===== src/rtl/mult_defs_pkg.sv =====
// Shared definitions for the shift-and-add multiplier: default operand width
// and the bit positions of the control word driven by the control unit.
package mult_defs;

  localparam int unsigned N_DEFAULT = 4;

  // Control word layout, shared with the control unit
  localparam int unsigned CTRL_W          = 5;
  localparam int unsigned CTRL_CARGA_Q    = 0;
  localparam int unsigned CTRL_DESPLAZA_Q = 1;
  localparam int unsigned CTRL_RESET_A    = 2;
  localparam int unsigned CTRL_CARGA_A    = 3;
  localparam int unsigned CTRL_FIN        = 4;

  typedef logic [CTRL_W-1:0] ctrl_t;

endpackage


===== src/rtl/ruta_datos_mult_sumador.sv =====
// sumador: (N+1)-bit unsigned adder for the multiplier accumulator.
// Ports:
//   a     - accumulator operand (N bits)
//   m     - multiplicand operand (N bits)
//   sum   - low N bits of a + m
//   carry - carry out of a + m
module sumador
  import mult_defs::*;
#(
  parameter int unsigned N = N_DEFAULT
) (
  input  logic [N-1:0] a,
  input  logic [N-1:0] m,
  output logic [N-1:0] sum,
  output logic         carry
);

  assign {carry, sum} = (N+1)'(a) + (N+1)'(m);

endmodule


===== src/rtl/ruta_datos_mult.sv =====
// ruta_datos_mult: datapath of an unsigned shift-and-add multiplier.
// Holds M (multiplicand), Q (multiplier / low product), A (accumulator) and
// carry C. The control unit sequences CargaQ/ResetA/CargaA/DesplazaQ/Fin; any
// combination of controls is legal.
// Optional feature: define DP_PRODUCT_REG_EN to register the product on Fin
// (valid then holds until the next CargaQ or reset). Without it, producto is
// {A,Q} and valid is Fin, both combinational.
// Ports:
//   clk, reset     - clock, synchronous active-high reset
//   CargaQ         - load Q <= multiplicador, M <= multiplicando
//   DesplazaQ      - shift {C,A,Q} right by one
//   ResetA         - clear A and C (wins over CargaA)
//   CargaA         - {C,A} <= A + M
//   Fin            - publish product
//   multiplicando  - multiplicand operand
//   multiplicador  - multiplier operand
//   q0             - Q[0] for the control unit
//   producto       - 2N-bit product
//   valid          - producto holds a finished result
module ruta_datos_mult
  import mult_defs::*;
#(
  parameter int unsigned N = N_DEFAULT
) (
  input  logic           clk,
  input  logic           reset,
  input  logic           CargaQ,
  input  logic           DesplazaQ,
  input  logic           ResetA,
  input  logic           CargaA,
  input  logic           Fin,
  input  logic [N-1:0]   multiplicando,
  input  logic [N-1:0]   multiplicador,
  output logic           q0,
  output logic [2*N-1:0] producto,
  output logic           valid
);

  localparam int unsigned PW = 2 * N;

  ctrl_t        ctrl;
  logic [N-1:0] m_q, q_q, a_q;
  logic         c_q;
  logic [N-1:0] m_nxt, q_nxt, a_nxt;
  logic         c_nxt;
  logic [N-1:0] a_pre;
  logic         c_pre;
  logic [N-1:0] sum;
  logic         carry;

  assign ctrl = {Fin, CargaA, ResetA, DesplazaQ, CargaQ};

  sumador #(.N(N)) u_sumador (
    .a     (a_q),
    .m     (m_q),
    .sum   (sum),
    .carry (carry)
  );

  // Next-state: accumulator update first, then optional shift of the result
  always_comb begin
    a_pre = a_q;
    c_pre = c_q;
    a_nxt = a_q;
    c_nxt = c_q;
    q_nxt = q_q;
    m_nxt = m_q;

    if (ctrl[CTRL_RESET_A]) begin
      a_pre = '0;
      c_pre = 1'b0;
    end else if (ctrl[CTRL_CARGA_A]) begin
      a_pre = sum;
      c_pre = carry;
    end

    a_nxt = a_pre;
    c_nxt = c_pre;

    if (ctrl[CTRL_DESPLAZA_Q]) begin
      c_nxt = 1'b0;
      a_nxt = {c_pre, a_pre[N-1:1]};
      q_nxt = {a_pre[0], q_q[N-1:1]};
    end

    // Operand load overrides the shift for Q only
    if (ctrl[CTRL_CARGA_Q]) begin
      q_nxt = multiplicador;
      m_nxt = multiplicando;
    end
  end

  // Datapath registers
  always_ff @(posedge clk) begin
    if (reset) begin
      m_q <= '0;
      q_q <= '0;
      a_q <= '0;
      c_q <= 1'b0;
    end else begin
      m_q <= m_nxt;
      q_q <= q_nxt;
      a_q <= a_nxt;
      c_q <= c_nxt;
    end
  end

  assign q0 = q_q[0];

`ifdef DP_PRODUCT_REG_EN
  logic [PW-1:0] prod_q;
  logic          valid_q;

  // Product capture on Fin; a new operand load retires the old result
  always_ff @(posedge clk) begin
    if (reset) begin
      prod_q  <= '0;
      valid_q <= 1'b0;
    end else if (ctrl[CTRL_FIN]) begin
      prod_q  <= {a_q, q_q};
      valid_q <= 1'b1;
    end else if (ctrl[CTRL_CARGA_Q]) begin
      valid_q <= 1'b0;
    end
  end

  assign producto = prod_q;
  assign valid    = valid_q;
`else
  assign producto = PW'({a_q, q_q});
  assign valid    = ctrl[CTRL_FIN];
`endif

endmodule


===== config.mk =====
export PLATFORM = sky130hd
export DESIGN_NAME = ruta_datos_mult
export DESIGN_NICKNAME = d
export VERILOG_FILES = /design/src/rtl/mult_defs_pkg.sv /design/src/rtl/ruta_datos_mult_sumador.sv /design/src/rtl/ruta_datos_mult.sv
export SDC_FILE = /design/constraint.sdc
export NUM_CORES = 1
export LEC_CHECK = 0
export ABC_AREA = 0
export BUFFER_PORTS_ARGS = -buffer_cell sky130_fd_sc_hd__buf_2
export CAP_MARGIN = 20
export CORE_MARGIN = 3
export CORE_UTILIZATION = 44
export DETAILED_ROUTE_END_ITERATION = 8
export GPL_TIMING_DRIVEN = 0
export PLACE_DENSITY = 0.78
export SYNTH_ARGS = -nofsm -noshare
export SYNTH_HDL_FRONTEND = slang
export SYNTH_SLANG_ARGS = --single-unit
export TNS_END_PERCENT = 30

===== constraint.sdc =====
create_clock -name clk -period 1.8 [get_ports clk]
set_input_delay 0.36 -clock clk [delete_from_list [all_inputs] [get_ports clk]]
set_output_delay 0.36 -clock clk [all_outputs]
set_load 0.005 [all_outputs]

==> results of run 1 <==
[power by group]
group          leakage (nW)  internal [mW]  switching (mW)
Combinational         0.323         0.0549          0.0554
Sequential            0.107          0.302          0.0105
Clock                0.0150         0.0861           0.100
Total                 0.445          0.443           0.166
[metal layers]
metal | up-vias | part of all wire, % | global-route usage [%]
li1 | 344 | - | -
met1 | 324 | 45 | 20.32
met2 | 30 | 45 | 23.26
met3 | 6 | 7.5 | 6.767
met4 | 0 | 2.1 | 11.60
met5 | - | 0 | 0
[how the worst min path moves through the flow]
| stage | endpoint | slack (ps) | cells past startpoint |
|---|---|---|---|
| final | q_q[0] | 310 | 3 |
| after global routing | m_q[3] | 310 | 3 |
| after CTS | q_q[0] | 300 | 3 |
| after detailed placement | m_q[2] | 500 | 2 |
| after global placement | m_q[3] | 480 | 2 |
| after floorplan | m_q[0] | 460 | 2 |
[cells in the mapped netlist]
library cell / n
and3_1: 1
dfxtp_1: 13
buf_6: 2
nor4_1: 1
nor3_1: 5
nor2_1: 15
o211ai_1: 1
a211oi_1: 1
buf_4: 3
a211oi_2: 1
nor2b_1: 1
or4_1: 1
clkbuf_1: 1
a21o_1: 1
and4_1: 1
nand2b_4: 1
nand4b_1: 2
buf_2: 1
fa_1: 1
mux2i_1: 9
inv_1: 5
nand2_1: 3
xnor2_1: 1
ha_1: 4
a21oi_1: 8
nand3_1: 2
o311ai_1: 1
[registers in the layout, indices dropped and copies added, names as in the netlist]
signal	cells
m_q	4
a_q	4
c_q	1
q_q	4
[cell families after synthesis]
group                      after synthesis  share of synthesized area, %
muxes                                    9                         11.94
adders and majority gates                5                         9.287
buffers and inverters                   12                         9.617
AOI/OAI and AO/OA                       13                         11.11
and+or+nand+nor                         33                         22.39
DFF                                     13                         34.49
xor gates and xnor gates                 1                         1.161
[final cells by class]
cell class	count	area, um2
Fill cell	150	658.1
Multi-Input combinational cell	61	421.7
Sequential cell	13	260.3
Timing Repair Buffer	20	100.1
Buffer	7	53.80
Clock buffer	4	26.28
Tap cell	16	20.02
Inverter	5	18.77
[worst max-delay path, delay by kind of cell (launching register included)]
kind / cells / cell delay, ps
adders and majority gates: 2 / 640
AOI/OAI and AO/OA: 2 / 370
DFF: 1 / 330
xor gates and xnor gates: 1 / 160
and+or+nand+nor: 1 / 80
==> results.json, run 1 <==
{
  "synthCells": 86,
  "hold_viol": 0,
  "grt_pass1_vias": 633,
  "p_per_area_mw_per_mm2": 675.7,
  "crit_required_ps": 2020,
  "cts_hold_buf": 0,
  "synth_fp_nets": 106,
  "grt_max_degree": 11,
  "finalWorstSetupSlack_ps": 160.8,
  "grt_pass1_wl_um": 2559,
  "ys_top_cells_by_area": "dfxtp_1 34%, mux2i_1 12%, nor2_1 7.5%",
  "ys_seq_area_share_pct": 34.49,
  "postSynthAreaPerCell_um2": 8.773,
  "reg2reg_slack_ps": 160,
  "die-area_mm2": 0.002248,
  "skew_ps": 4.769,
  "clock_latency_ps": 280,
  "p_total_mw": 0.6087,
  "fin_crit_sh_pct": 91.07,
  "rows": 14,
  "core_mm2": 0.001559,
  "r2r_cells": 6,
  "max_stage_delay_ps": 420,
  "clk_pin_slew_ps": 80,
  "worstMarginPinSlew_ps": 465.9,
  "ctsHtreeMaxLevel": 1,
  "grt.total_usage_pct": 16.55,
  "nNetsFinal": 131,
  "finalSetupTns_ps": 0,
  "ys_ff_latch": 13,
  "drt_pass1_iterations": 4,
  "pre_cts_slack_ps": 181.8,
  "setup_viol": 0,
  "cts_tree": "built",
  "drv_cap": 0,
  "critPathLaunchType": "flip-flop",
  "final_common_cell": "buf_2",
  "cts_buffer_depth": 2,
  "drt_iter0_drc": 20,
  "critPathMaxFanout": 3,
  "vias": 704,
  "clockRootBuffer": "clkbuf_4",
  "r2r-end": "a_q[1]",
  "p_leak_nw": 0.4446,
  "worstPathArrival_ps": 1860,
  "endpoint_kind": "flip-flop",
  "slew_violations": 0,
  "syn_to_final_growth_pct": 19.40,
  "worstSetupEndpoint": "a_q[1]",
  "clkSinkCount": 13,
  "avgRoutedWirePerCell_um": 12.74,
  "ys_warn_count": 0,
  "io_buffers": 20,
  "slew_headroom_pct": 68.94,
  "r2r-start": "a_q[0]",
  "place.gp.congestion": 0.8903,
  "cpMaxStageDelayCell": "fa_1",
  "netlist_area_um2": 754.5,
  "fmax_ghz": 0.6100,
  "antenna_cells": 0,
  "dpl_cell_area_um2": 874.6,
  "die_y_um": 47.41,
  "numCtsBuffers": 3,
  "antenna_found_initial": 0,
  "drt-total-wl_um": 1605,
  "initial_core_util_pct": 48.39,
  "cts.repair.resized": 0,
  "stdcell_area_um2": 900.9,
  "holdWs_ps": 310.0,
  "min_period_ps": 1639,
  "hold_class": "in2reg",
  "peakVddDrop_v": 0.0004936,
  "drive_above_1_share_pct": 28.18,
  "crit_start": "a_q[0]",
  "drc_errors": 0,
  "placedCellCount": 122,
  "cts_setup_buffers": 0,
  "yosys.area.top_type_share_pct": 34.49,
  "layout_common_cells": "21 x buf_2, 15 x nor2_1, 13 x dfxtp_1, 9 x mux2i_1, 8 x a21oi_1",
  "synth_cell_types": 27,
  "overflow": 0,
  "hp-start": "multiplicador[0]",
  "die_w_um": 47.41,
  "ant_nets": 0,
  "vias_per_cell": 5.587,
  "synth_top_area_cell": "dfxtp_1",
  "criticalPathCategory": "reg2reg",
  "status": "finished clean",
  "stdcell_count": 126,
  "final_util_pct": 57.78,
  "dp_hpwl_um": 1202,
  "rsz0062_at_grt": "false",
  "io_pins": 25,
  "cp_cell_sequence": "ha_1, fa_1, xnor2_1, a211oi_2, nand2_1, a21oi_1"
}
Power figures use the tool's default switching activity.
==> run 2, diff against run 1 <==
--- a/config.mk
+++ b/config.mk
@@ -9,10 +9,10 @@
 export BUFFER_PORTS_ARGS = -buffer_cell sky130_fd_sc_hd__buf_2
 export CAP_MARGIN = 20
 export CORE_MARGIN = 3
-export CORE_UTILIZATION = 44
+export CORE_UTILIZATION = 48
 export DETAILED_ROUTE_END_ITERATION = 8
 export GPL_TIMING_DRIVEN = 0
-export PLACE_DENSITY = 0.78
+export PLACE_DENSITY = 0.83
 export SYNTH_ARGS = -nofsm -noshare
 export SYNTH_HDL_FRONTEND = slang
 export SYNTH_SLANG_ARGS = --single-unit
==> results.json, run 2 (same netlist as run 1, synthesis figures left out) <==
{
  "io_pins": 25,
  "rsz0062_at_grt": "false",
  "drv_cap": 0,
  "worstPathArrival_ps": 1850,
  "peakVddDrop_v": 0.0004556,
  "die_y_um": 45.65,
  "critPathLaunchType": "flip-flop",
  "pre_cts_slack_ps": 180.8,
  "stdcell_count": 125,
  "worstMarginPinSlew_ps": 419.4,
  "r2r-end": "a_q[1]",
  "cts_buffer_depth": 2,
  "drt_pass1_iterations": 4,
  "status": "finished clean",
  "dp_hpwl_um": 1279,
  "fillers": 119,
  "placedCellCount": 121,
  "p_per_area_mw_per_mm2": 676.2,
  "vias": 693,
  "finalWorstSetupSlack_ps": 158.0,
  "ant_nets": 0,
  "clock_latency_ps": 280,
  "grt_pass1_wl_um": 2822,
  "avgRoutedWirePerCell_um": 12.97,
  "ctsHtreeMaxLevel": 1,
  "initial_core_util_pct": 54.57,
  "crit_start": "a_q[0]",
  "skew_ps": 4.455,
  "reg2reg_slack_ps": 160,
  "die-area_mm2": 0.002083,
  "fin_crit_sh_pct": 91.22,
  "rows": 13,
  "overflow": 0,
  "cts_tree": "built",
  "final_common_cell": "buf_2",
  "clkSinkCount": 13,
  "drt-total-wl_um": 1621,
  "p_total_mw": 0.6083,
  "drive_above_1_share_pct": 28.18,
  "io_buffers": 20,
  "numCtsBuffers": 3,
  "clockRootBuffer": "clkbuf_4",
  "seq_area_um2": 260.3,
  "drc_errors": 0,
  "cts_setup_buffers": 0,
  "setup_viol": 0,
  "criticalPathCategory": "reg2reg",
  "place.gp.congestion": 0.7987,
  "min_period_ps": 1642,
  "antenna_cells": 0,
  "cts_hold_buf": 0,
  "hold_class": "in2reg",
  "fmax_ghz": 0.6090,
  "endpoint_kind": "flip-flop",
  "cts.repair.resized": 0,
  "finalSetupTns_ps": 0,
  "multi_input_comb_area_um2": 421.7,
  "grt_pass1_vias": 694,
  "p_leak_nw": 0.4446,
  "grt.total_usage_pct": 18.64,
  "critPathMaxFanout": 3,
  "die_w_um": 45.65,
  "core_mm2": 0.001383,
  "slew_headroom_pct": 72.04,
  "hold_viol": 0,
  "r2r-start": "a_q[0]",
  "syn_to_final_growth_pct": 19.24,
  "vias_per_cell": 5.544,
  "crit_required_ps": 2010,
  "r2r_cells": 6,
  "layout_common_cells": "21 x buf_2, 15 x nor2_1, 13 x dfxtp_1, 9 x mux2i_1, 8 x a21oi_1",
  "largest_registers": "a_q (4), m_q (4), q_q (4)",
  "antenna_found_initial": 0,
  "nNetsFinal": 131,
  "worstSetupEndpoint": "a_q[1]",
  "drt_iter0_drc": 15,
  "grt_max_degree": 11,
  "clk_pin_slew_ps": 70,
  "slew_violations": 0
}
run 2: cell counts in the layout (fill, tap and decap cells not counted):
Identical to the previous run, type by type.
run 2: layout make-up:
| class | count | share of cell area (%) |
|---|---|---|
| inverters | 5 | 2.086 |
| clock buffers | 4 | 2.921 |
| multi-input cells | 61 | 46.87 |
| plain buffers | 7 | 5.981 |
| flip-flops and latches | 13 | 28.93 |
| well taps | 15 | 2.086 |
| repair buffers | 20 | 11.13 |
run 2: stage by stage:
step | utilization [%] | hold WS (ps) | area [um2]
3_5_place_dp | 63.17 | 500.9 | 873.3
6_report | 65.07 | 309.0 | 899.6
4_1_cts | 65.07 | 320.5 | 899.6
3_3_place_gp | 63.17 | 485.8 | 873.3
5_1_grt | 65.07 | 348.7 | 899.6
2_1_floorplan | - | 464.6 | 754.5
run 2: worst max-delay path, cell delays in order (launching register included):
cell and delay [ps]:
dfxtp_1 330, ha_1 230, fa_1 410, xnor2_1 160
a211oi_2 230, nand2_1 80, a21oi_1 120
run 2: metal layers:
layer,share of wire [%],up-vias,track usage [%]
li1,-,344,-
met1,44,314,23.08
met2,47,28,30.36
met3,5.7,7,2.767
met4,2.9,0,10.53
met5,0,-,0
run 2: worst min-delay path by stage:
| stage | startpoint | end | slack (ps) | cells after the start |
|---|---|---|---|---|
| after floorplan | m_q[0] | m_q[0] | 460 | 2 |
| after global placement | m_q[0] | m_q[0] | 490 | 2 |
| after detailed placement | m_q[0] | m_q[0] | 500 | 2 |
| after CTS | multiplicador[0] | q_q[0] | 320 | 3 |
| after global routing | multiplicando[0] | m_q[0] | 350 | 3 |
| final | multiplicador[0] | q_q[0] | 310 | 3 |
run 2: power by group:
group          switching [mW]  internal, mW  total, mW
Sequential             0.0108         0.302      0.312
Clock                  0.0982        0.0861      0.184
Combinational          0.0566        0.0549      0.112
